`src/rtl/apb_pkg.sv`:
```
// Shared definitions for the APB command master: bus width defaults and FSM state encoding.
package apb_pkg;

   localparam int APB_ADDRW = 32;
   localparam int APB_DATAW = 32;

   typedef enum logic [2:0] {
      ST_IDLE   = 3'd0,
      ST_SETUP  = 3'd1,
      ST_ACCESS = 3'd2,
      ST_RDCAP  = 3'd3,
      ST_RESP   = 3'd4
   } apb_state_e;

endpackage

```
`src/rtl/apb_cmd_master_if.sv`:
```
// Command, response and APB bus signals of the command master, seen from master and slave sides.
interface apb_cmd_master_if #(
   parameter int ADDRW = apb_pkg::APB_ADDRW,
   parameter int DATAW = apb_pkg::APB_DATAW
);
   logic             cmd_valid;
   logic             cmd_ready;
   logic             cmd_write;
   logic [ADDRW-1:0] cmd_addr;
   logic [DATAW-1:0] cmd_wdata;
   logic             rsp_valid;
   logic             rsp_ready;
   logic             rsp_write;
   logic [DATAW-1:0] rsp_rdata;
   logic [ADDRW-1:0] paddr;
   logic             pwrite;
   logic             psel;
   logic             penable;
   logic [DATAW-1:0] pwdata;
   logic [DATAW-1:0] prdata;
   logic             busy;

   modport master (
      input  cmd_valid, cmd_write, cmd_addr, cmd_wdata, rsp_ready, prdata,
      output cmd_ready, rsp_valid, rsp_write, rsp_rdata,
      output paddr, pwrite, psel, penable, pwdata, busy
   );

   modport slave (
      output cmd_valid, cmd_write, cmd_addr, cmd_wdata, rsp_ready, prdata,
      input  cmd_ready, rsp_valid, rsp_write, rsp_rdata,
      input  paddr, pwrite, psel, penable, pwdata, busy
   );

endinterface

```
`src/rtl/apb_cmd_fifo.sv`:
```
// Synchronous command FIFO with first-word-fall-through head and occupancy count.
module apb_cmd_fifo #(
   parameter int WIDTH = 8,
   parameter int DEPTH = 4
) (
   input  logic                       clk,
   input  logic                       rst_n,
   input  logic                       i_push,
   input  logic [WIDTH-1:0]           i_data,
   input  logic                       i_pop,
   output logic [WIDTH-1:0]           o_data,
   output logic                       o_full,
   output logic                       o_empty,
   output logic [$clog2(DEPTH+1)-1:0] o_count
);
   localparam int PTRW = $clog2(DEPTH);
   localparam int CNTW = $clog2(DEPTH + 1);

   logic [WIDTH-1:0] r_mem [DEPTH];
   logic [PTRW-1:0]  r_wr_ptr;
   logic [PTRW-1:0]  r_rd_ptr;
   logic [CNTW-1:0]  r_count;
   logic             w_push_ok;
   logic             w_pop_ok;

   assign o_full    = (r_count == CNTW'(DEPTH));
   assign o_empty   = (r_count == '0);
   assign o_count   = r_count;
   assign w_push_ok = i_push && !o_full;
   assign w_pop_ok  = i_pop && !o_empty;

   // Head is read combinationally so the master can load the APB registers in the pop cycle.
   assign o_data = r_mem[r_rd_ptr];

   always_ff @(posedge clk) begin
      if (w_push_ok) begin
         r_mem[r_wr_ptr] <= i_data;
      end
   end

   // Power-of-two depth lets the pointers wrap by natural overflow.
   always_ff @(posedge clk or negedge rst_n) begin
      if (!rst_n) begin
         r_wr_ptr <= '0;
         r_rd_ptr <= '0;
         r_count  <= '0;
      end else begin
         if (w_push_ok) begin
            r_wr_ptr <= r_wr_ptr + 1'b1;
         end
         if (w_pop_ok) begin
            r_rd_ptr <= r_rd_ptr + 1'b1;
         end
         case ({w_push_ok, w_pop_ok})
            2'b10:   r_count <= r_count + 1'b1;
            2'b01:   r_count <= r_count - 1'b1;
            default: r_count <= r_count;
         endcase
      end
   end

endmodule

```
`src/rtl/apb_cmd_master.sv`:
```
// Queues read/write commands and replays them one at a time as zero-wait-state APB transfers.
module apb_cmd_master import apb_pkg::*; #(
   parameter int ADDRW      = APB_ADDRW,
   parameter int DATAW      = APB_DATAW,
   parameter int FIFO_DEPTH = 4
) (
   input  logic             clk,
   input  logic             rst_n,
   apb_cmd_master_if.master bus
);
   localparam int ENTW = 1 + ADDRW + DATAW;
   localparam int CNTW = $clog2(FIFO_DEPTH + 1);
   localparam logic [ADDRW-1:0] ADDR_ALIGN = {{(ADDRW-2){1'b1}}, 2'b00};

   apb_state_e       r_state;
   apb_state_e       w_state_next;
   logic             w_push;
   logic             w_pop;
   logic             w_full;
   logic             w_empty;
   logic [CNTW-1:0]  w_count;
   logic [ENTW-1:0]  w_head;
   logic             w_head_write;
   logic [ADDRW-1:0] w_head_addr;
   logic [DATAW-1:0] w_head_wdata;
   logic             w_psel;
   logic             w_penable;
   logic             w_rsp_valid;
   logic [ADDRW-1:0] r_paddr;
   logic             r_pwrite;
   logic [DATAW-1:0] r_pwdata;
   logic             r_rsp_write;
   logic [DATAW-1:0] r_rsp_rdata;

   // Ready comes from the registered count only; a same-cycle pop does not free a slot early.
   assign w_push = bus.cmd_valid && !w_full;
   assign w_pop  = (r_state == ST_IDLE) && !w_empty;

   apb_cmd_fifo #(
      .WIDTH (ENTW),
      .DEPTH (FIFO_DEPTH)
   ) u_fifo (
      .clk     (clk),
      .rst_n   (rst_n),
      .i_push  (w_push),
      .i_data  ({bus.cmd_write, bus.cmd_addr, bus.cmd_wdata}),
      .i_pop   (w_pop),
      .o_data  (w_head),
      .o_full  (w_full),
      .o_empty (w_empty),
      .o_count (w_count)
   );

   assign {w_head_write, w_head_addr, w_head_wdata} = w_head;

   always_ff @(posedge clk or negedge rst_n) begin
      if (!rst_n) begin
         r_state <= ST_IDLE;
      end else begin
         r_state <= w_state_next;
      end
   end

   always_comb begin
      w_state_next = r_state;
      case (r_state)
         ST_IDLE:   if (!w_empty) w_state_next = ST_SETUP;
         ST_SETUP:  w_state_next = ST_ACCESS;
         ST_ACCESS: w_state_next = r_pwrite ? ST_RESP : ST_RDCAP;
         ST_RDCAP:  w_state_next = ST_RESP;
         ST_RESP:   if (bus.rsp_ready) w_state_next = ST_IDLE;
         default:   w_state_next = ST_IDLE;
      endcase
   end

   always_comb begin
      w_psel      = 1'b0;
      w_penable   = 1'b0;
      w_rsp_valid = 1'b0;
      case (r_state)
         ST_SETUP:  w_psel = 1'b1;
         ST_ACCESS: begin
            w_psel    = 1'b1;
            w_penable = 1'b1;
         end
         ST_RESP:   w_rsp_valid = 1'b1;
         default:   ;
      endcase
   end

   // The slave registers prdata on the ACCESS edge, so it is sampled one cycle later in RDCAP.
   always_ff @(posedge clk or negedge rst_n) begin
      if (!rst_n) begin
         r_paddr     <= '0;
         r_pwrite    <= 1'b0;
         r_pwdata    <= '0;
         r_rsp_write <= 1'b0;
         r_rsp_rdata <= '0;
      end else begin
         if (w_pop) begin
            r_paddr  <= w_head_addr & ADDR_ALIGN;
            r_pwrite <= w_head_write;
            r_pwdata <= w_head_wdata;
         end
         if (r_state == ST_ACCESS && r_pwrite) begin
            r_rsp_write <= 1'b1;
            r_rsp_rdata <= '0;
         end
         if (r_state == ST_RDCAP) begin
            r_rsp_write <= 1'b0;
            r_rsp_rdata <= bus.prdata;
         end
      end
   end

   assign bus.cmd_ready = !w_full;
   assign bus.rsp_valid = w_rsp_valid;
   assign bus.rsp_write = r_rsp_write;
   assign bus.rsp_rdata = r_rsp_rdata;
   assign bus.paddr     = r_paddr;
   assign bus.pwrite    = r_pwrite;
   assign bus.psel      = w_psel;
   assign bus.penable   = w_penable;
   assign bus.pwdata    = r_pwdata;
   assign bus.busy      = (r_state != ST_IDLE) || (w_count != '0);

endmodule

```
`src/flat_wrapper.sv`:
```
// flat-port wrapper written by rule: the top's interface ports become plain ports
module apb_cmd_master_flat import apb_pkg::*;
#(
   parameter int ADDRW      = APB_ADDRW,
   parameter int DATAW      = APB_DATAW,
   parameter int FIFO_DEPTH = 4
)
  (clk, rst_n, bus_cmd_valid, bus_cmd_write, bus_cmd_addr, bus_cmd_wdata, bus_rsp_ready, bus_prdata, bus_cmd_ready, bus_rsp_valid, bus_rsp_write, bus_rsp_rdata, bus_paddr, bus_pwrite, bus_psel, bus_penable, bus_pwdata, bus_busy);
  apb_cmd_master_if #(.ADDRW(ADDRW), .DATAW(DATAW)) bus_i ();
  input  logic clk;
  input  logic rst_n;
  input wire logic [$bits(bus_i.cmd_valid)-1:0] bus_cmd_valid;
  input wire logic [$bits(bus_i.cmd_write)-1:0] bus_cmd_write;
  input wire logic [$bits(bus_i.cmd_addr)-1:0] bus_cmd_addr;
  input wire logic [$bits(bus_i.cmd_wdata)-1:0] bus_cmd_wdata;
  input wire logic [$bits(bus_i.rsp_ready)-1:0] bus_rsp_ready;
  input wire logic [$bits(bus_i.prdata)-1:0] bus_prdata;
  output wire logic [$bits(bus_i.cmd_ready)-1:0] bus_cmd_ready;
  output wire logic [$bits(bus_i.rsp_valid)-1:0] bus_rsp_valid;
  output wire logic [$bits(bus_i.rsp_write)-1:0] bus_rsp_write;
  output wire logic [$bits(bus_i.rsp_rdata)-1:0] bus_rsp_rdata;
  output wire logic [$bits(bus_i.paddr)-1:0] bus_paddr;
  output wire logic [$bits(bus_i.pwrite)-1:0] bus_pwrite;
  output wire logic [$bits(bus_i.psel)-1:0] bus_psel;
  output wire logic [$bits(bus_i.penable)-1:0] bus_penable;
  output wire logic [$bits(bus_i.pwdata)-1:0] bus_pwdata;
  output wire logic [$bits(bus_i.busy)-1:0] bus_busy;
  assign bus_i.cmd_valid = bus_cmd_valid;
  assign bus_i.cmd_write = bus_cmd_write;
  assign bus_i.cmd_addr = bus_cmd_addr;
  assign bus_i.cmd_wdata = bus_cmd_wdata;
  assign bus_i.rsp_ready = bus_rsp_ready;
  assign bus_i.prdata = bus_prdata;
  assign bus_cmd_ready = bus_i.cmd_ready;
  assign bus_rsp_valid = bus_i.rsp_valid;
  assign bus_rsp_write = bus_i.rsp_write;
  assign bus_rsp_rdata = bus_i.rsp_rdata;
  assign bus_paddr = bus_i.paddr;
  assign bus_pwrite = bus_i.pwrite;
  assign bus_psel = bus_i.psel;
  assign bus_penable = bus_i.penable;
  assign bus_pwdata = bus_i.pwdata;
  assign bus_busy = bus_i.busy;
  apb_cmd_master #(.ADDRW(ADDRW), .DATAW(DATAW), .FIFO_DEPTH(FIFO_DEPTH)) u_core (.clk(clk), .rst_n(rst_n), .bus(bus_i));
endmodule
```
`config.mk`:
```
export PLATFORM = sky130hd
export DESIGN_NAME = apb_cmd_master_flat
export DESIGN_NICKNAME = d
export VERILOG_FILES = /design/src/rtl/apb_pkg.sv /design/src/rtl/apb_cmd_master_if.sv /design/src/rtl/apb_cmd_fifo.sv /design/src/rtl/apb_cmd_master.sv /design/src/flat_wrapper.sv
export SDC_FILE = /design/constraint.sdc
export NUM_CORES = 1
export LEC_CHECK = 0
export CORE_MARGIN = 1
export CORE_UTILIZATION = 34
export CTS_CLUSTER_DIAMETER = 120
export DETAILED_ROUTE_END_ITERATION = 10
export GPL_TIMING_DRIVEN = 0
export PLACE_DENSITY_LB_ADDON = 0.08
export SLEW_MARGIN = 20
export SYNTH_ARGS = -nofsm -noshare
export SYNTH_HDL_FRONTEND = slang
export SYNTH_SLANG_ARGS = --single-unit
```
`constraint.sdc`:
```
create_clock -name clk -period 2.4 [get_ports clk]
set_input_delay 0.48 -clock clk [delete_from_list [all_inputs] [get_ports clk]]
set_output_delay 0.48 -clock clk [all_outputs]
set_load 0.01 [all_outputs]
```
==> impl_metrics.tcl, run 1 <==
set metrics [dict create \
    hp-class "in -> async" \
    intPower_uw 16600 \
    crit_start "u_core.u_fifo.o_count[0]$_DFFE_PN0P_" \
    insertion_delay_ns 0.54 \
    vias 6639 \
    powerDensity_nw_per_um2 1330 \
    async_flop_share_pct 29.6 \
    routed_wl_mm 29.7 \
    cts_buffer_depth 3 \
    seq_power_share_pct 39.5 \
    num_io_pins 204 \
    synth_cells 599 \
    synthDominantCellAreaShare_pct 56.2 \
    cp_data_arrival_time_ns 1.83 \
    p_leak_uw 0.00641 \
    place.gp.congestion 0.821 \
    ff2ff_setup_slack_ns 0.17 \
    ant_nets 0 \
    syn_area_um2 13500 \
    r2r-start "u_core.u_fifo.o_count[0]$_DFFE_PN0P_" \
    num_rows 72 \
    drt_iter0_drc 240 \
    wl_met2_mm 15.1 \
    fin_crit_sh_pct 96.1 \
    drt-pass1-iter-count 4 \
    finalSetupViolCount 0 \
    die_x_um 201 \
    regArea_um2 10200 \
    worstSetupStartpointType "flop" \
    cp_cell_sequence "or3_4, nand2b_1, dlygate4sd2_1" \
    route.detailed.drc 0 \
    start_util_pct 34.7 \
    clockRootBuffer "clkbuf_16" \
    drive_gt1_share_pct 24.6 \
    hold_viol 0 \
    grt_max_degree 64 \
    final_nets 954 \
    die-height_um 201 \
    coreArea_um2 38800 \
    hpwl_mm 18.4 \
    yosys_warnings 0 \
    cap_violations 0 \
    crit_type "reg -> out" \
    synth_cell_types 37 \
    max_slew_margin_pct 37.4 \
    multi_input_area_um2 2980 \
    fin_skew_ns 0.0115 \
    area_growth_pct 29.9 \
    rsz0062_at_grt "false" \
    synth.avg_cell_area_um2 22.5 \
    period_needed_ns 2.31 \
    antenna_found_initial 0 \
    whs_ns 0.438 \
    stdcell_area_um2 17500 \
    yosysSeqAreaShare_pct 75.8 \
    switchingPower_uw 6650 \
    power_frac_clock_pct 24.0 \
    max_stage_delay_ns 0.41 \
    wl_met1_mm 12.4 \
    placed_cell_area_um2 16300 \
    r2r_cells 9 \
    fmax_mhz 433 \
    drv_slew 0 \
    htreeDepth 2 \
    required_ns 1.92 \
    status "finished, final reports clean" \
    critPathMaxFanout 4 \
    endpoint "bus_busy" \
    synth_edf_count 252 \
    antenna_cells 0 \
    top_layer "met4" \
    switching_share_pct 28.7 \
    wl_per_cell_um 21.2 \
    grtUsageTotal_pct 15.1 \
    cts_num_sinks 358 \
    cts_tree "done" \
    cts_buffers 40 \
    clk_pin_slew_worst_paths_ns 0.06 \
    pwr-share-comb_pct 36.5 \
    cp-end-kind "output port" \
    grt-ovfl-total 0 \
    wl_met3_mm 1.48 \
    grt_pass1_vias 7444 \
    rr_endpoint "u_core.u_fifo.o_count[2]$_DFFE_PN0P_" \
    fill_cells 3352 \
    viasPerCell 4.75 \
    io_buffers 199 \
    slowest_stage "dfrtp_1" \
    yosysTopAreaCell "edfxtp_1" \
    synth_area_leaders "edfxtp_1 (56%), dfrtp_1 (20%), mux4_2 (10%), mux2_4 (5.6%), a22o_1 (2.1%)" \
    ys_ff_latch 358 \
    ir_drop_uv 530 \
    grt_pass1_wl_mm 45.5 \
    die_area_um2 40400 \
    ys.flop_type "edfxtp_1" \
    tightest_slew_ns 0.938 \
]
==> synthesized netlist by cell type (all sizes together) (4+ instances only) <==
master / instances
mux4: 63
edfxtp: 252
inv: 8
and3: 4
xnor2: 5
clkbuf: 9
a22o: 32
ha: 5
mux2: 64
buf: 24
nor2: 7
dfrtp: 106
==> what timing repair did <==
action                                 in CTS  in global routing
endpoints found under the hold margin      43                  0
resized for setup                           6                  5
setup endpoints to repair                   5                  1
pin swaps                                   0                  2
setup buffers                               0                  0
hold buffers                                1                  0
==> cells in the final DEF (no fill, tap or decap), drive strengths merged, types with 7 or more instances in the layout <==
cell type	count
edfxtp	252
clkdlybuf4s50	193
mux4	63
clkbuf	68
clkinv	13
buf	30
dfrtp	106
a22o	32
mux2	64
nor2	7
inv	10
==> worst min path at each step <==
| stage | startpoint | to | slack [ns] | depth (start not counted) |
|---|---|---|---|---|
| after floorplan | rst_n | u_core.bus.paddr[10]$_DFFE_PN0P_ | 0.18 | 0 |
| after global placement | u_core.u_fifo.o_count[2]$_DFFE_PN0P_ | u_core.u_fifo.o_count[2]$_DFFE_PN0P_ | 0.48 | 1 |
| after detailed placement | rst_n | u_core.bus.pwdata[26]$_DFFE_PN0P_ | 0.43 | 1 |
| after CTS | rst_n | u_core.bus.pwdata[26]$_DFFE_PN0P_ | 0.43 | 2 |
| after global routing | rst_n | u_core.bus.pwdata[26]$_DFFE_PN0P_ | 0.47 | 2 |
| final | rst_n | u_core.bus.pwdata[22]$_DFFE_PN0P_ | 0.44 | 2 |
==> cell families after synthesis <==
kind of cell	after synthesis	share of synthesized area, %
DFF	358	75.8
muxes	129	17.5
buffers and inverters	41	2.29
AOI/OAI and AO/OA	35	2.22
and+or+nand+nor	22	1.06
xor gates and xnor gates	7	0.455
adders and majority gates	6	0.613
other	1	0.0278
==> state kept, by name, summed over array words and instances, names as in the netlist <==
| register | flops |
|---|---|
| u_core.bus.paddr | 30 |
| u_core.u_fifo.o_count | 3 |
| u_core.bus.pwdata | 32 |
| u_core.u_fifo.r_mem | 252 |
| u_core.r_state | 3 |
| u_core.bus.rsp_rdata | 32 |
| u_core.u_fifo.r_rd_ptr | 2 |
| u_core.bus.pwrite | 1 |
| u_core.u_fifo.r_wr_ptr | 2 |
| u_core.bus.rsp_write | 1 |
==> per-stage QoR <==
stage / setup slack, ns / TNS (ns) / util (%) / std cells / power (µW)
CTS: 0.0269 / 0 / 45.1 / 1397 / 23700
global route: 0.0162 / 0 / 45.1 / 1397 / 24500
detailed placement: 0.00553 / 0 / 41.9 / 1322 / 18000
finish: 0.0927 / 0 / 45.1 / 1397 / 23200
floorplan: 0.292 / 0 / - / 600 / 14400
global placement: -4.22 / -614.20 / 41.5 / 1317 / 17700
==> area by class of cell <==
type	count	share of cell area [%]
multi-input cells	201	17.0
repair buffers	205	12.2
plain buffers	33	1.63
flip-flops and latches	358	58.4
inverters	8	0.172
clock inverters	15	0.436
well taps	518	3.70
clock buffers	59	6.42
==> power by group through the flow <==
stage | Clock [µW] | Sequential, µW | Combinational, µW
CTS | 5790 | 9200 | 8710
global placement | 0 | 9280 | 8400
floorplan | 0 | 9490 | 4950
finish | 5580 | 9180 | 8470
detailed placement | 0 | 9310 | 8680
global route | 6040 | 9360 | 9090
==> critical path, delay by kind of cell (launching register included) <==
| family | cells | cell delay, ns |
|---|---|---|
| flops | 1 | 0.41 |
| simple gates | 2 | 0.57 |
| buf+inv | 1 | 0.31 |
==> routing by layer <==
layer,vias to the layer above,global-route usage (%)
met4,0,5.34
met2,179,26.3
met3,50,3.50
met1,3501,18.5
met5,-,0
li1,2909,-
Power figures use the tool's default switching activity.
==> run 2: changes to the inputs <==
--- a/config.mk
+++ b/config.mk
@@ -5,13 +5,13 @@
 export SDC_FILE = /design/constraint.sdc
 export NUM_CORES = 1
 export LEC_CHECK = 0
+export ABC_AREA = 1
 export CORE_MARGIN = 1
 export CORE_UTILIZATION = 34
 export CTS_CLUSTER_DIAMETER = 120
 export DETAILED_ROUTE_END_ITERATION = 10
 export GPL_TIMING_DRIVEN = 0
 export PLACE_DENSITY_LB_ADDON = 0.08
-export SLEW_MARGIN = 20
 export SYNTH_ARGS = -nofsm -noshare
 export SYNTH_HDL_FRONTEND = slang
 export SYNTH_SLANG_ARGS = --single-unit
==> run 2 against run 1 <==
Compared with the run above:
- synthesized cell count rose by 150%
- register-to-register slack got worse by 0.02 ns
- maximum frequency rose by 2.6%
- sequential cell count did not move
- die area rose by 9.7%
- critical endpoint is now u_core.u_fifo.o_count[2]$_DFFE_PN0P_
- largest power group is now combinational logic
- highest routed layer is now met5
==> impl_metrics.tcl, run 2 <==
set metrics [dict create \
    cap_violations 0 \
    synth_cell_types 24 \
    antenna_found_initial 3 \
    multi_input_area_um2 3240 \
    clk_pin_slew_worst_paths_ns 0.06 \
    grtUsageMet2_pct 28.5 \
    yosysSeqAreaShare_pct 69.1 \
    layout_common_cells "nand2_1 (619), inv_1 (265), edfxtp_1 (252)" \
    yosysTopAreaCell "edfxtp_1" \
    final_common_cell "nand2_1" \
    die-height_um 211 \
    seq_power_share_pct 36.6 \
    final_nets 1836 \
    r2r-start "u_core.r_state[0]$_DFFE_PN0P_" \
    hold_viol 0 \
    period_needed_ns 2.25 \
    synth_common_cells "nand2_1 (620), inv_1 (265), edfxtp_1 (252)" \
    area_growth_pct 29.4 \
    placed_cell_area_um2 17800 \
    intPower_uw 15800 \
    switching_share_pct 36.1 \
    hpwl_mm 24.2 \
    synth_area_leaders "edfxtp_1 (51%), dfrtp_1 (18%), nand2_1 (16%), inv_1 (6.7%), nand3_1 (4.4%)" \
    fin_crit_sh_pct 93.7 \
    cts_buffers 42 \
    drt_iter0_drc 609 \
    largest_reg_flops 252 \
    cpLargestDelayFamily "adder cells" \
    drv_slew 0 \
    grtUsageTotal_pct 17.3 \
    powerDensity_nw_per_um2 1290 \
    grt_pass1_wl_mm 57.2 \
    switchingPower_uw 8940 \
    grt-ovfl-total 0 \
    cp-end-kind "flop" \
    synth.avg_cell_area_um2 10.1 \
    cts_buffer_depth 3 \
    p_leak_uw 0.00890 \
    place.gp.congestion 0.696 \
    insertion_delay_ns 0.56 \
    synthDominantCellAreaShare_pct 51.1 \
    max_stage_delay_ns 0.42 \
    critPathMaxFanout 10 \
    busiest_layer "met2" \
    num_rows 76 \
    ir_drop_uv 475 \
    fmax_mhz 445 \
    async_flop_share_pct 29.6 \
    yosys_warnings 0 \
    critPathBufInv 3 \
    stdcell_area_um2 19100 \
    cts_tree "done" \
    ys.flop_type "edfxtp_1" \
    routed_wl_mm 37.5 \
    rr_endpoint "u_core.u_fifo.o_count[2]$_DFFE_PN0P_" \
    wl_per_cell_um 16.0 \
    slowest_stage "dfrtp_1" \
    regArea_um2 10200 \
    drive_gt1_share_pct 7.66 \
    fill_cells 4070 \
    ff2ff_setup_slack_ns 0.15 \
    worstSetupStartpointType "flop" \
    drt-pass1-iter-count 4 \
    htreeDepth 2 \
    tightest_slew_ns 0.923 \
    route.detailed.drc 0 \
    num_io_pins 204 \
    grt_pass1_vias 9736 \
    rsz0062_at_grt "false" \
    status "finished, final reports clean" \
    clockRootBuffer "clkbuf_16" \
    die_area_um2 44400 \
    max_slew_margin_pct 38.3 \
    vias 9997 \
    cp_data_arrival_time_ns 2.68 \
    synth_edf_count 252 \
    pwr-share-comb_pct 38.4 \
    grt.met1_usage_pct 22.5 \
    syn_area_um2 14800 \
    required_ns 2.83 \
    start_util_pct 34.4 \
    finalSetupViolCount 0 \
    largest-register "u_core.u_fifo.r_mem" \
    io_buffers 199 \
    fin_tns_setup_ns 0 \
    r2r_cells 10 \
    crit_type "reg -> reg" \
    power_frac_clock_pct 24.9 \
    hp-class "in -> async" \
    cts_num_sinks 358 \
    die_x_um 211 \
    synth_cells 1472 \
    grt_max_degree 73 \
    grt.met3_usage_pct 3.72 \
    fin_skew_ns 0.0108 \
    viasPerCell 4.26 \
    synth.most_common_cell "nand2_1" \
    ant_nets 0 \
    coreArea_um2 43000 \
    cp_cell_sequence "inv_2, nand3_2, nor2_2, buf_4, ha_1, inv_1, fa_1, nand2_1, nand3_1, xor2_1" \
    ys_ff_latch 358 \
]
[run 2: cell types whose count changed after synthesis, sizes merged, moves of 4 or more]
cell    before  now
a22o        32    0
and3         4    0
buf         24   47
clkbuf       9   15
inv          8  273
mux2        64    0
mux4        63    0
nand2        2  621
nand3        1  133
xnor2        5    1
[run 2: kinds of logic (layout without fill, tap and decap cells)]
| logic type | count (synthesis) | in the layout | share of synthesized area [%] |
|---|---|---|---|
| flops | 358 | 358 | 69.1 |
| other cells | 1 | 4 | 0.0253 |
| fa+ha+maj | 6 | 6 | 0.558 |
| simple gates | 765 | 766 | 20.7 |
| buf+inv | 335 | 623 | 9.30 |
| compound gates | 3 | 3 | 0.127 |
| xor+xnor | 4 | 4 | 0.237 |
[run 2: what timing repair did]
action,in CTS,in global routing
resized for setup,2,5
pin swaps,1,0
gates cloned,1,0
hold endpoints to repair,34,0
hold buffers,1,0
setup buffers,1,0
endpoints found under the setup margin,72,4
[run 2: how the worst max path moves through the flow]
| stage | cells after the start | from | endpoint | slack [ns] |
|---|---|---|---|---|
| 2_1_floorplan | 4 | u_core.u_fifo.o_count[0]$_DFFE_PN0P_ | u_core.u_fifo.r_mem[0][0]$_DFFE_PP_ | -0.50 |
| 3_3_place_gp | 1 | rst_n | u_core.bus.pwdata[10]$_DFFE_PN0P_ | -4.10 |
| 3_5_place_dp | 5 | bus_cmd_valid | u_core.u_fifo.r_mem[0][53]$_DFFE_PP_ | -0.53 |
| 4_1_cts | 4 | u_core.r_state[0]$_DFFE_PN0P_ | bus_psel | 0.009 |
| 5_1_grt | 5 | u_core.u_fifo.o_count[1]$_DFFE_PN0P_ | u_core.u_fifo.r_mem[3][55]$_DFFE_PP_ | 0.003 |
| 6_report | 10 | u_core.r_state[0]$_DFFE_PN0P_ | u_core.u_fifo.o_count[2]$_DFFE_PN0P_ | 0.15 |
[run 2: layout make-up]
| cell class | instances | area share [%] |
|---|---|---|
| tap | 585 | 3.82 |
| antenna | 2 | 0.0261 |
| buffer | 62 | 1.85 |
| inverter | 273 | 5.35 |
| timing repair buffer | 211 | 11.7 |
| clock buffer | 65 | 6.42 |
| sequential | 358 | 53.4 |
| clock inverter | 12 | 0.568 |
| multi-input combinational | 781 | 16.9 |
[run 2: power groups by stage]
stage,Combinational (µW),Sequential (µW),Clock [µW]
6_report,9520,9080,6180
5_1_grt,10700,9240,6620
4_1_cts,9790,9100,6380
3_5_place_dp,9700,9210,0
3_3_place_gp,9380,9290,0
2_1_floorplan,4970,9510,0
[run 2: through the flow]
step | hold slack (ns) | total power [µW] | util [%] | setup WS [ns] | instances
2_1_floorplan | 0.184 | 14500 | - | -0.496 | 1473
3_3_place_gp | 0.457 | 18700 | 40.8 | -4.10 | 2257
3_5_place_dp | 0.422 | 18900 | 41.3 | -0.530 | 2267
4_1_cts | 0.389 | 25300 | 44.5 | 0.00873 | 2347
5_1_grt | 0.422 | 26600 | 44.5 | 0.00317 | 2347
6_report | 0.410 | 24800 | 44.6 | 0.152 | 2349
[run 2: layer usage]
layer  wire (µm)  share of wire (%)
met1       17100                 46
met2       17500                 47
met3        2010                5.3
met4         865                2.3
met5           9              0.024
==> run 3: changes to the inputs <==
--- a/config.mk
+++ b/config.mk
@@ -6,6 +6,8 @@
 export NUM_CORES = 1
 export LEC_CHECK = 0
 export ABC_AREA = 1
+export CELL_PAD_IN_SITES_DETAIL_PLACEMENT = 0
+export CELL_PAD_IN_SITES_GLOBAL_PLACEMENT = 1
 export CORE_MARGIN = 1
 export CORE_UTILIZATION = 34
 export CTS_CLUSTER_DIAMETER = 120
==> run 3 against run 2 <==
Compared with the run above:
- setup slack got worse by 0.034 ns
- wire length rose by 0.92%
- global-route usage rose by 0.34 points
- sequential cell count did not move
- register-to-register slack barely moved
- highest routed layer unchanged
- clock skew rose by 0.0076 ns
- combinational power rose by 1%
==> impl_metrics.tcl, run 3 (synthesis results as in run 2) <==
set metrics [dict create \
    status "finished, final reports clean" \
    regArea_um2 10200 \
    ant_nets 0 \
    grt_max_degree 65 \
    cts_buffers 41 \
    cpLargestDelayFamily "buffers and inverters" \
    switching_share_pct 36.0 \
    cp_cell_sequence "inv_2, nand3_2, nand2_1, clkdlybuf4s50_1" \
    grtUsageTotal_pct 17.6 \
    cts_tree "done" \
    clockRootBuffer "clkbuf_16" \
    layout_common_cells "nand2_1 (619), inv_1 (265), edfxtp_1 (252)" \
    fin_skew_ns 0.0184 \
    fin_tns_setup_ns 0 \
    p_leak_uw 0.00892 \
    rsz0062_at_grt "false" \
    fin_crit_sh_pct 95.1 \
    num_rows 76 \
    place.gp.congestion 0.728 \
    fill_cells 4156 \
    period_needed_ns 2.28 \
    clk_pin_slew_worst_paths_ns 0.06 \
    finalSetupViolCount 0 \
    cp-end-kind "output port" \
    viasPerCell 4.25 \
    grt_pass1_vias 10000 \
    area_growth_pct 29.8 \
    grt_pass1_wl_mm 58.6 \
    cts_buffer_depth 3 \
    num_io_pins 204 \
    seq_power_share_pct 36.7 \
    die-height_um 211 \
    final_nets 1838 \
    placed_cell_area_um2 17800 \
    htreeDepth 2 \
    pwr-share-comb_pct 38.9 \
    insertion_delay_ns 0.55 \
    hp-class "in -> async" \
    tightest_slew_ns 0.766 \
    routed_wl_mm 37.9 \
    r2r_cells 6 \
    ir_drop_uv 555 \
    wl_per_cell_um 16.1 \
    grt-ovfl-total 0 \
    antenna_cells 0 \
    power_uw 24700 \
    fin_util_pct 44.7 \
    io_buffers 199 \
    cap_violations 0 \
    drt-pass1-iter-count 5 \
    drv_slew 0 \
    largest-register "u_core.u_fifo.r_mem" \
    max_slew_margin_pct 48.8 \
    rr_endpoint "u_core.u_fifo.r_mem[1][38]$_DFFE_PP_" \
    intPower_uw 15800 \
    critPathMaxFanout 4 \
    switchingPower_uw 8910 \
    start_util_pct 34.4 \
    hold_viol 0 \
    cts_num_sinks 358 \
    vias 9976 \
    antenna_found_initial 2 \
    max_stage_delay_ns 0.55 \
    route.detailed.drc 0 \
    fmax_mhz 438 \
    ff2ff_setup_slack_ns 0.16 \
    stdcell_area_um2 19200 \
    required_ns 1.92 \
    drt_iter0_drc 532 \
    cp_data_arrival_time_ns 1.80 \
    final_common_cell "nand2_1" \
    powerDensity_nw_per_um2 1290 \
    crit_type "reg -> out" \
    multi_input_area_um2 3250 \
    power_frac_clock_pct 24.3 \
    drive_gt1_share_pct 7.67 \
    crit_cells 4 \
    worstSetupStartpointType "flop" \
    slowest_stage "clkdlybuf4s50_1" \
    die_area_um2 44400 \
    coreArea_um2 43000 \
    critPathBufInv 2 \
    largest_reg_flops 252 \
    die_x_um 211 \
    hpwl_mm 24.2 \
    r2r-start "u_core.u_fifo.o_count[0]$_DFFE_PN0P_" \
]
run 3: power by group through the flow:
stage               combinational [µW]  sequential (µW)  clock [µW]
global route                     10900             9260        6460
floorplan                         4970             9510           0
CTS                               9920             9100        6200
global placement                  9450             9300           0
detailed placement                9840             9210           0
finish                            9630             9090        6010
run 3: worst register-to-register path, cell delays in order, from the launching register on:
cell,delay [ns]
dfrtp_1,0.37
inv_2,0.07
nand3_1,0.16
nand2_2,0.22
nor2_4,0.65
buf_12,0.28
buf_16,0.20
run 3: metrics by stage:
| step | worst slack (ns) | hold WS (ns) | cells |
|---|---|---|---|
| after detailed placement | -0.456 | 0.458 | 2269 |
| after floorplan | -0.496 | 0.184 | 1473 |
| after global placement | -4.17 | 0.459 | 2257 |
| final | 0.119 | 0.461 | 2346 |
| after global routing | 0.00159 | 0.462 | 2346 |
| after CTS | 0.00634 | 0.442 | 2346 |
run 3: cell type report:
class / count / area share, %
plain buffers: 62 / 1.84
clock buffers: 62 / 6.17
clock inverters: 11 / 0.528
inverters: 273 / 5.34
multi-input cells: 780 / 16.9
flip-flops and latches: 358 / 53.2
well taps: 585 / 3.81
repair buffers: 215 / 12.2
run 3: metal layers:
metal,vias to the layer above,GRT usage [%],wire [µm]
li1,5047,-,-
met1,4657,23.5,17600
met2,195,29.1,17600
met3,73,3.78,1760
met4,4,4.75,827
met5,-,0,34
run 3: how the worst max path moves through the flow:
stage                                          from                                   end  slack [ns]
2_1_floorplan  u_core.u_fifo.o_count[0]$_DFFE_PN0P_   u_core.u_fifo.r_mem[0][0]$_DFFE_PP_       -0.50
3_3_place_gp                                  rst_n      u_core.bus.pwdata[3]$_DFFE_PN0P_       -4.17
3_5_place_dp                          bus_cmd_valid  u_core.u_fifo.r_mem[1][41]$_DFFE_PP_       -0.46
4_1_cts               u_core.r_state[0]$_DFFE_PN0P_                           bus_penable       0.006
5_1_grt               u_core.r_state[0]$_DFFE_PN0P_  u_core.u_fifo.o_count[2]$_DFFE_PN0P_       0.002
6_report              u_core.r_state[0]$_DFFE_PN0P_                              bus_psel        0.12
run 3: repair_timing:
action	in CTS	in global routing
setup endpoints to repair	69	5
endpoints found under the hold margin	42	0
resized for setup	1	6
buffers inserted	3	0
hold buffers	1	0
